--- config.mk ---
export PLATFORM = sky130hd
export DESIGN_NAME = reg_bus_sequencer
export DESIGN_NICKNAME = d
export VERILOG_FILES = /design/src/rtl/reg_bus_sequencer.sv
export SDC_FILE = /design/constraint.sdc
export NUM_CORES = 1
export LEC_CHECK = 0
export ABC_AREA = 1
export CORE_ASPECT_RATIO = 1.75
export CORE_MARGIN = 4
export CORE_UTILIZATION = 35
export CTS_CLUSTER_DIAMETER = 40
export CTS_CLUSTER_SIZE = 8
export DETAILED_ROUTE_END_ITERATION = 12
export DONT_BUFFER_PORTS = 1
export RECOVER_POWER = 25
export SYNTH_ARGS = -nofsm -noshare
export SYNTH_HDL_FRONTEND = slang
export SYNTH_SLANG_ARGS = --single-unit
--- constraint.sdc ---
create_clock -name Clk -period 3.6 [get_ports Clk]
set_input_delay 0.36 -clock Clk [delete_from_list [all_inputs] [get_ports Clk]]
set_output_delay 0.36 -clock Clk [all_outputs]
set_load 0.01 [all_outputs]
--- src/rtl/reg_bus_sequencer.sv ---
// reg_bus_sequencer: round-robin sequencer driving one-hot OE/L strobes for registers sharing one tri-state bus.
// Optional BUS_TURNAROUND_EN adds a dead TURN cycle after every ACK.
module reg_bus_sequencer #(
  parameter int NREG = 8,
  parameter int NREQ = 4,
  parameter int IW = $clog2(NREG)
) (
  input  logic                 Clk,
  input  logic                 MR,
  input  logic [NREQ-1:0]      req,
  input  logic [NREQ*IW-1:0]   src,
  input  logic [NREQ*IW-1:0]   dst,
  output logic [NREQ-1:0]      ack,
  output logic                 err,
  output logic [NREG-1:0]      OE,
  output logic [NREG-1:0]      L,
  output logic                 busy
);
  localparam int GW = NREQ > 1 ? $clog2(NREQ) : 1;
  typedef enum logic [2:0] {IDLE, DRIVE, XFER, ACK, TURN} state_t;
  state_t st, nst;
  logic [GW-1:0] rr, nrr, g, ng;
  logic [IW-1:0] s, ns, d, nd;
  logic bad, nbad, found;
  logic [NREG-1:0] n_oe, n_l;
  logic [NREQ-1:0] n_ack;
  logic n_err;
  int j;
  always_comb begin
    nst = st;
    nrr = rr;
    ng = g;
    ns = s;
    nd = d;
    nbad = bad;
    found = 1'b0;
    j = 0;
    case (st)
      IDLE: begin
        for (int k = 0; k < NREQ; k++) begin
          j = (int'(rr) + k) % NREQ;
          if (!found && req[j]) begin
            found = 1'b1;
            ng = GW'(j);
            ns = src[j*IW +: IW];
            nd = dst[j*IW +: IW];
          end
        end
        if (found) begin
          nrr = GW'((int'(ng) + 1) % NREQ);
          nbad = (ns == nd) || (int'(ns) >= NREG) || (int'(nd) >= NREG);
          nst = nbad ? ACK : DRIVE;
        end
      end
      DRIVE: nst = XFER;
`ifdef BUS_TURNAROUND_EN
      ACK: nst = TURN;
`else
      ACK: nst = IDLE;
`endif
      XFER: nst = ACK;
      default: nst = IDLE;
    endcase
    // Strobes are decoded from the next state so they leave a flop cleanly.
    n_oe = (nst == DRIVE || nst == XFER) ? NREG'(1) << ns : '0;
    n_l = (nst == XFER) ? NREG'(1) << nd : '0;
    n_ack = (nst == ACK) ? NREQ'(1) << ng : '0;
    n_err = (nst == ACK) && nbad;
  end
  always_ff @(posedge Clk or negedge MR) begin
    if (!MR) begin
      st <= IDLE;
      rr <= '0;
      g <= '0;
      s <= '0;
      d <= '0;
      bad <= 1'b0;
      OE <= '0;
      L <= '0;
      ack <= '0;
      err <= 1'b0;
      busy <= 1'b0;
    end else begin
      st <= nst;
      rr <= nrr;
      g <= ng;
      s <= ns;
      d <= nd;
      bad <= nbad;
      OE <= n_oe;
      L <= n_l;
      ack <= n_ack;
      err <= n_err;
      busy <= nst != IDLE;
    end
  end
endmodule

After elaboration in Yosys (flattened, before gate mapping)
Cells that the tools add are included.
{"block": "classes", "shifts": 11, "magnitude_cmp": 4, "bitwise": 3, "n_div": 0, "mul": 4, "add_sub_neg": 4, "n_mux": 45, "reduce_logical": 14, "n_eq_ne": 6}
{"cell": "$shiftx 12x6->3", "count": 6}
{"cell": "$mux 3", "count": 13}
{"cell": "$shiftx 12x32->3", "count": 1}
{"cell": "$mul 3x3->6 const B", "count": 3}
{"cell": "$mux 1", "count": 17}
{"cell": "$mux 8", "count": 2}
{"cell": "$shl 1x3->8 const A", "count": 2}
{"cell": "$mux 2", "count": 7}
{"cell": "$lt 3x4->1 const B", "count": 3}
{"cell": "$shiftx 12x5->3", "count": 1}
{"cell": "$eq 3x2->1 const B", "count": 3}
{"cell": "$pmux 3 s3", "count": 1}
{"cell": "$bmux 1 s2", "count": 4}
{"cell": "$eq 3x1->1 const B", "count": 2}
{"cell": "$reduce_or 2->1", "count": 3}
{"cell": "$add 2x1->2 const B", "count": 2}
{"cell": "$add 2x2->2 const B", "count": 2}
{"cell": "$logic_and 1x1->1", "count": 4}
{"cell": "$mul 2x2->4 const B", "count": 1}
{"cell": "$mux 4", "count": 1}
{"cell": "$shl 1x2->4 const A", "count": 1}
{"cell": "$and 1x1->1 const A", "count": 3}
{"cell": "$eq 3x3->1", "count": 1}
{"cell": "$logic_not 1->1", "count": 3}
{"cell": "5 further kinds", "count": 5}
{"block": "totals", "mem_bits_ro": 0, "memories": 0, "inputBits": 30, "latch_bits": 0, "out_inout_bits": 22, "ff_bits": 36, "elab_cells": 102, "ram_bits": 0}

Depth between registers and ports, before layout
Gate-level depths: netlist of the first run.
{"block": "logic_depth", "depth_word": 24, "mapped_depth": 24, "depth_no_buf": 21}

Worst setup path before layout of the first run
Ideal clock, no wire load.
{"block": "synth_timing", "path_type": "register -> register", "from": "register rr[0]", "to": "register err", "arrival_time_ns": 2.674, "path_stages_with_launch": 21, "path_buffers": 3, "path_slack_ns": 0.848, "period_less_slack_ns": 2.752, "setup_time_ns": 0.077, "required_time_ns": 3.523, "path_cell_list": "dfrtp_1 inv_2 buf_6 buf_6 ha_1 clkbuf_1 nor2_1 nand3_1 nand2_1 inv_1 a21oi_1 nor2_1 nor2_1 nand2_1 nand2_1 nor2_1 nor2_2 nand2_4 nand2_4 nand2_4 a21oi_1"}
{"block": "synth_between", "elab_chain_len": 22, "elab_cells_between_ends": 64, "classes_between": "add/sub (3); mul (4); eq/ne (2); shift (8); mux (34); bitwise (3); reduce/logical (10)"}
{"item": "from (decl)", "line": "22", "rtl": "logic [GW-1:0] rr, nrr, g, ng;"}
{"item": "from (signal assigned)", "line": "85", "rtl": "rr <= nrr;"}
{"item": "parallel branches: the longest is 18 deep, another holds $mul 3x3->6"}
{"item": "$mux 3 (*)", "line": "49", "rtl": "if (found) begin"}
{"item": "$pmux 3 s3 (*)", "line": "38", "rtl": "case (st)"}
{"item": "named net nst[1]", "line": "21", "rtl": "state_t st, nst;"}
{"item": "$eq 3x2->1 (*)", "line": "68", "rtl": "n_err = (nst == ACK) && nbad;"}
{"item": "$logic_and 1x1->1 (*)", "line": "68"}
{"item": "named net n_err", "line": "27", "rtl": "logic n_err;"}
{"item": "to (signal assigned)", "line": "93", "rtl": "err <= n_err;"}
{"item": "to (decl)", "line": "14", "rtl": "output logic err,"}
Mark *: on every way through the listed nets, which the timed path passes. The select of a mux whose other input is x is not followed.
A chain may end at the register's enable or synchronous reset.

Worst setup path in the final report of the first run
{"block": "layout_timing", "from": "register rr[1]", "to": "register OE[0]"}
{"block": "layout_between", "elab_chain_len": 23, "elab_cells_between_ends": 66, "classes_between": "add/sub (3); mul (4); eq/ne (3); shift (9); mux (34); bitwise (3); reduce/logical (10)"}
{"item": "parallel branches: the longest is 22 deep, another holds $mul 3x3->6"}
{"item": "$mux 8 (*)", "line": "65", "rtl": "n_oe = (nst == DRIVE || nst == XFER) ? NREG'(1) << ns : '0;"}
{"item": "named net n_oe[0]", "line": "25", "rtl": "logic [NREG-1:0] n_oe, n_l;"}
{"item": "to (signal assigned)", "line": "90", "rtl": "OE <= n_oe;"}
{"item": "to (decl)", "line": "15", "rtl": "output logic [NREG-1:0] OE,"}
Marked as above.

==> results of run 1 <==
-- cell type report --
class                           instances  area [um^2]  share of cell area, %
Clock inverter                          3         42.5                   1.13
Timing Repair Buffer                   12         88.8                   2.36
Clock buffer                            5          125                   3.32
Inverter                               66          250                   6.64
Sequential cell                        36          901                   23.9
Multi-Input combinational cell        479         2210                   58.5
Tap cell                              125          156                   4.15
-- cell families after synthesis --
kind of cell / count (synthesis)
AND/OR/NAND/NOR: 404
buffers and inverters: 87
AO/OA/AOI/OAI: 69
flip-flops: 36
adder cells (fa/ha/maj): 4
XOR/XNOR: 1
other: 1
-- flip-flops by register name (all words and copies together), names as in the netlist --
register  count
OE            8
st            3
bad           1
busy          1
ack           4
s             3
rr            2
g             2
L             8
err           1
d             3
-- cells in the mapped netlist (5+ instances only) --
cell,number,area share (%)
nand2_1,235,25
nand3_1,81,12
inv_1,60,6.4
nor2_1,56,6.0
dfrtp_1,36,26
o21ai_0,31,4.4
a21oi_1,22,3.2
buf_2,7,1.0
nand2_4,6,1.9
nor2_2,6,1.1
buf_4,5,1.1
clkbuf_1,5,0.54
nor3_1,5,0.72
o21ai_1,5,0.72
-- through the flow --
step | utilization, % | instances | instance area [um^2] | hold WS, ns | setup WS (ns)
finish | 38.5 | 726 | 3770 | 0.482 | 0.433
detailed placement | 36.7 | 716 | 3590 | 0.0651 | 0.444
global placement | 36.7 | 716 | 3590 | 0.0652 | 0.479
global route | 38.5 | 726 | 3770 | 0.520 | 0.0935
CTS | 38.7 | 726 | 3790 | 0.484 | 0.428
floorplan | - | 602 | 3490 | 0.0644 | 0.848
-- layer usage --
metal / global-route usage [%] / vias to the layer above
met4: 19.0 / 0
li1: - / 1892
met2: 37.9 / 157
met5: 0 / -
met1: 19.1 / 1685
met3: 3.30 / 50
-- path summary, 6_finish.rpt --
| kind | start | to | slack [ns] | cells past startpoint |
|---|---|---|---|---|
| max | rr[1] | OE[0] | 0.43 | 16 |
| min | bad | bad | 0.48 | 2 |
| max reg2reg | rr[1] | OE[0] | 0.43 | 16 |
| min reg2reg | bad | bad | 0.48 | 2 |
| max in group asynchronous | MR | rr[0] | 1.36 | 2 |
| min in group asynchronous | MR | L[5] | 1.15 | 2 |
-- worst register-to-register path, stage by stage, from the launching register on --
cell	delay (ns)
dfrtp_1	0.55
inv_2	0.07
ha_1	0.32
inv_1	0.15
nor2_1	0.55
nand2_1	0.12
nand3_1	0.11
nor2_1	0.06
nor2_1	0.27
nor2_1	0.10
a21oi_1	0.17
nand2_1	0.07
nand2_1	0.07
nor2_2	0.05
nand2_4	0.11
nand3_4	0.12
a21oi_1	0.20
==> results.cfg, run 1 <==
[yosys]
post_synth_fa_ha_maj_area_fraction_pct = 1.43
yosysWarnings = 0
synth-edff-count = 0
synth_ff_type = dfrtp_1
synth_top_family_by_area = simple AND/OR/NAND/NOR gates
yosysSeqAreaShare_pct = 25.8
synthSimpleGateAreaFrac_pct = 50.6
synth_cell_types = 35
synth.area.mux_share_pct = 0
yosys_register_bits = 36
syn_inst = 602
synth_compound_area_share_pct = 10.7
syn-num-nets = 636
synthArstFlopShare_pct = 100
synth_xor_area_share_pct = 0.251
syn_avg_cell_area_um2 = 5.80
syn_area_um2 = 3490

[sta]
worst_pin_slew_ns = 1.89
tns_ns = 0
hold_viol = 0
fmax_mhz = 316
relSlewSlack_pct = -25.7
finClkSkew_ns = 0.00322
period_minus_slack_ns = 3.17
grt_setup_unrepaired = false
fin_crit_sh_pct = 88.0
drv_slew = 37
setup_violations = 0

[grt]
grt_pass1_vias = 3765
grt_start_max_net_pins = 37
grt_antenna_before_repair = 0
track_usage_pct = 20.7
grt_overflow_total = 0
grt_pass1_wl_um = 19200

[route]
ant_nets = 0
dr.pass1.iters = 6
wl_met3_um = 697
wl_um = 11800
drc = 0
dr.max_layer_used = met4
m1WireLength_um = 3840
drtIter0Drc = 325
vias = 3784
viasPerCell = 5.21
wl_met2_um = 6100
wire_per_inst_um = 16.3

[clock_network]
cts_buffers = 5
cts_sinks = 36
hold_buffers = 2
cts_tree = yes
clk_latency_ns = 0.28
cts-root-buf = clkbuf_16
cts_buffer_depth = 2
cts_setup_buffers = 0
clk_pin_slew_ns = 0.05
cts_max_level = 2
cts_resized = 0

[cells_and_area]
fillCellCount = 1071
areaGrowthSynthToFinish_pct = 7.92
drive_gt1_share_pct = 8.32
diodes = 0
final_common_cell = nand2_1
final_cell_mix = nand2_1, nand3_1, inv_1
num-nets-final = 634

[critical_path]
worstSetupPathType = flop to flop
crit_arrival_ns = 3.35
worst_setup_path_start_kind = flop
critPathMaxStageDelay_ns = 0.55
cp_data_required_time_ns = 3.79
crit_top_cell = nor2_1
cp_num_buf_inv = 2
path_max_fanout = 10
critPathSlowestCell = dfrtp_1
cpLargestDelayFamily = simple AND/OR/NAND/NOR gates
path_cells = inv_2 > ha_1 > inv_1 > nor2_1 > nand2_1 > nand3_1 > nor2_1 > nor2_1 > nor2_1 > a21oi_1 > nand2_1 > nand2_1 > nor2_2 > nand2_4 > nand3_4 > a21oi_1
end_kind = flop

[floorplanning]
fp-row-count = 48
die_area_um2 = 11700
die_w_um = 83.5
die_h_um = 140
core_region_area_um2 = 9790
ios = 52
start_util_pct = 35.7

[outcome]
violations = capacitance limit, slew limit
status = complete, but fails checks

[placed_design]
io_buffers = 0
place.gp.congestion = 0.937
dp_hpwl_um = 9670

[worst_hold_path]
hold_class = flop to flop

[flow_run]
maxCapViolCount = 1
Power of run 1 is left out: the tool's default activity adds up to more than one toggle a clock period on the data nets, which glitch-free logic cannot reach.
==> run 2: changes to the inputs <==
PLACE_DENSITY_LB_ADDON = 0.12   (was not set)
SLEW_MARGIN = 20   (was not set)
==> results.cfg, run 2 (synthesis results as in run 1) <==
[critical_path]
path_max_fanout = 16
timing.rr.end = OE[1]
crit_arrival_ns = 3.34
worst_setup_path_start_kind = flop
cp_data_required_time_ns = 3.80
r2r-start = rr[1]
worstSetupPathType = flop to flop
ff2ff_path_depth = 21
startpoint = rr[1]
end_kind = flop
rrSetupSlack_ns = 0.46

[grt]
grt-busiest-layer = met2
grtUsageMet2_pct = 36.9
grt_start_max_net_pins = 37
grt_pass1_vias = 3618
grtUsageMet1_pct = 19.5
grt_pass1_wl_um = 18700
track_usage_pct = 20.4
grt_overflow_total = 0
use_met3_pct = 2.88
grt_antenna_before_repair = 0

[sta]
holdWs_ns = 0.472
fin_crit_sh_pct = 87.2
relSlewSlack_pct = -24.1
fmax_mhz = 319
setup_violations = 0
hold_viol = 0
grt_setup_unrepaired = false
tns_ns = 0
period_minus_slack_ns = 3.14
finClkSkew_ns = 0.00571
worst_pin_slew_ns = 1.86
drv_slew = 37

[route]
drc = 0
ant_nets = 0
vias = 3721
drtIter0Drc = 306
dr.pass1.iters = 5
wire_per_inst_um = 16.4
viasPerCell = 5.09
wl_um = 12000

[cells_and_area]
finalInstanceArea_um2 = 3790
reg.largest.list = L x8, OE x8, ack x4
post-route-util_pct = 38.7
final_cell_mix = nand2_1, nand3_1, inv_1
multi_input_area_um2 = 2210
seq_area_um2 = 901
fillCellCount = 1104
num-nets-final = 639
final_common_cell = nand2_1
areaGrowthSynthToFinish_pct = 8.45
drive_gt1_share_pct = 9.08
diodes = 0

[clock_network]
cts-root-buf = clkbuf_16
cts_tree = yes
clk_pin_slew_ns = 0.06
cts_resized = 0
cts_buffers = 5
cts_buffer_depth = 2
clk_latency_ns = 0.28
cts_sinks = 36
cts_max_level = 2
hold_buffers = 2
cts_setup_buffers = 0

[placed_design]
placed_area_um2 = 3630
dp_hpwl_um = 9850
place.gp.congestion = 0.946
io_buffers = 0

[floorplanning]
die_area_um2 = 11700
fp-row-count = 48
core_region_area_um2 = 9790
die_h_um = 140
die_w_um = 83.5
start_util_pct = 35.7
ios = 52

[worst_hold_path]
hold_end = bad
hold_depth = 2
hold_class = flop to flop
min_from = bad

[flow_run]
maxCapViolCount = 1

[outcome]
status = complete, but fails checks
violations = capacitance limit, slew limit
run 2: cell type report:
| class | count | area share (%) |
|---|---|---|
| timing repair buffer | 17 | 3.34 |
| inverter | 66 | 6.61 |
| multi-input combinational | 479 | 58.2 |
| clock inverter | 2 | 0.264 |
| tap | 125 | 4.13 |
| sequential | 36 | 23.8 |
| clock buffer | 6 | 3.67 |
run 2: worst max-delay path, cell delays in order, from the launching register on:
cell and delay, ns:
dfrtp_1 0.57, inv_2 0.07, ha_1 0.31, buf_4 0.18, nand2_1 0.10, inv_1 0.10, nor2_4 0.31, buf_4 0.23
nand2_1 0.06, nand3_1 0.07, nand2_1 0.07, nand2_1 0.06, nand2_1 0.05, nand2_1 0.06, nand2_1 0.06, nand2_1 0.06
nand2_1 0.07, o21ai_2 0.20, inv_1 0.08, nor2_1 0.15, nand2_1 0.07, a21oi_1 0.12
run 2: worst max path at each step:
stage,end,slack (ns),cells after the start
3_3_place_gp,err,0.55,23
2_1_floorplan,err,0.85,20
6_report,OE[1],0.46,21
5_1_grt,OE[5],0.14,21
3_5_place_dp,OE[1],0.51,21
4_1_cts,err,0.46,18
run 2: through the flow:
stage	cells	setup WS (ns)
3_5_place_dp	721	0.509
5_1_grt	731	0.141
6_report	731	0.462
3_3_place_gp	721	0.552
4_1_cts	731	0.461
2_1_floorplan	602	0.848
run 2: routing by layer:
metal,vias to the layer above,share of wire (%)
li1,1906,-
met2,128,52
met3,40,4.5
met4,0,10
met1,1647,34
met5,-,0
Power of run 2 is left out for the same reason.
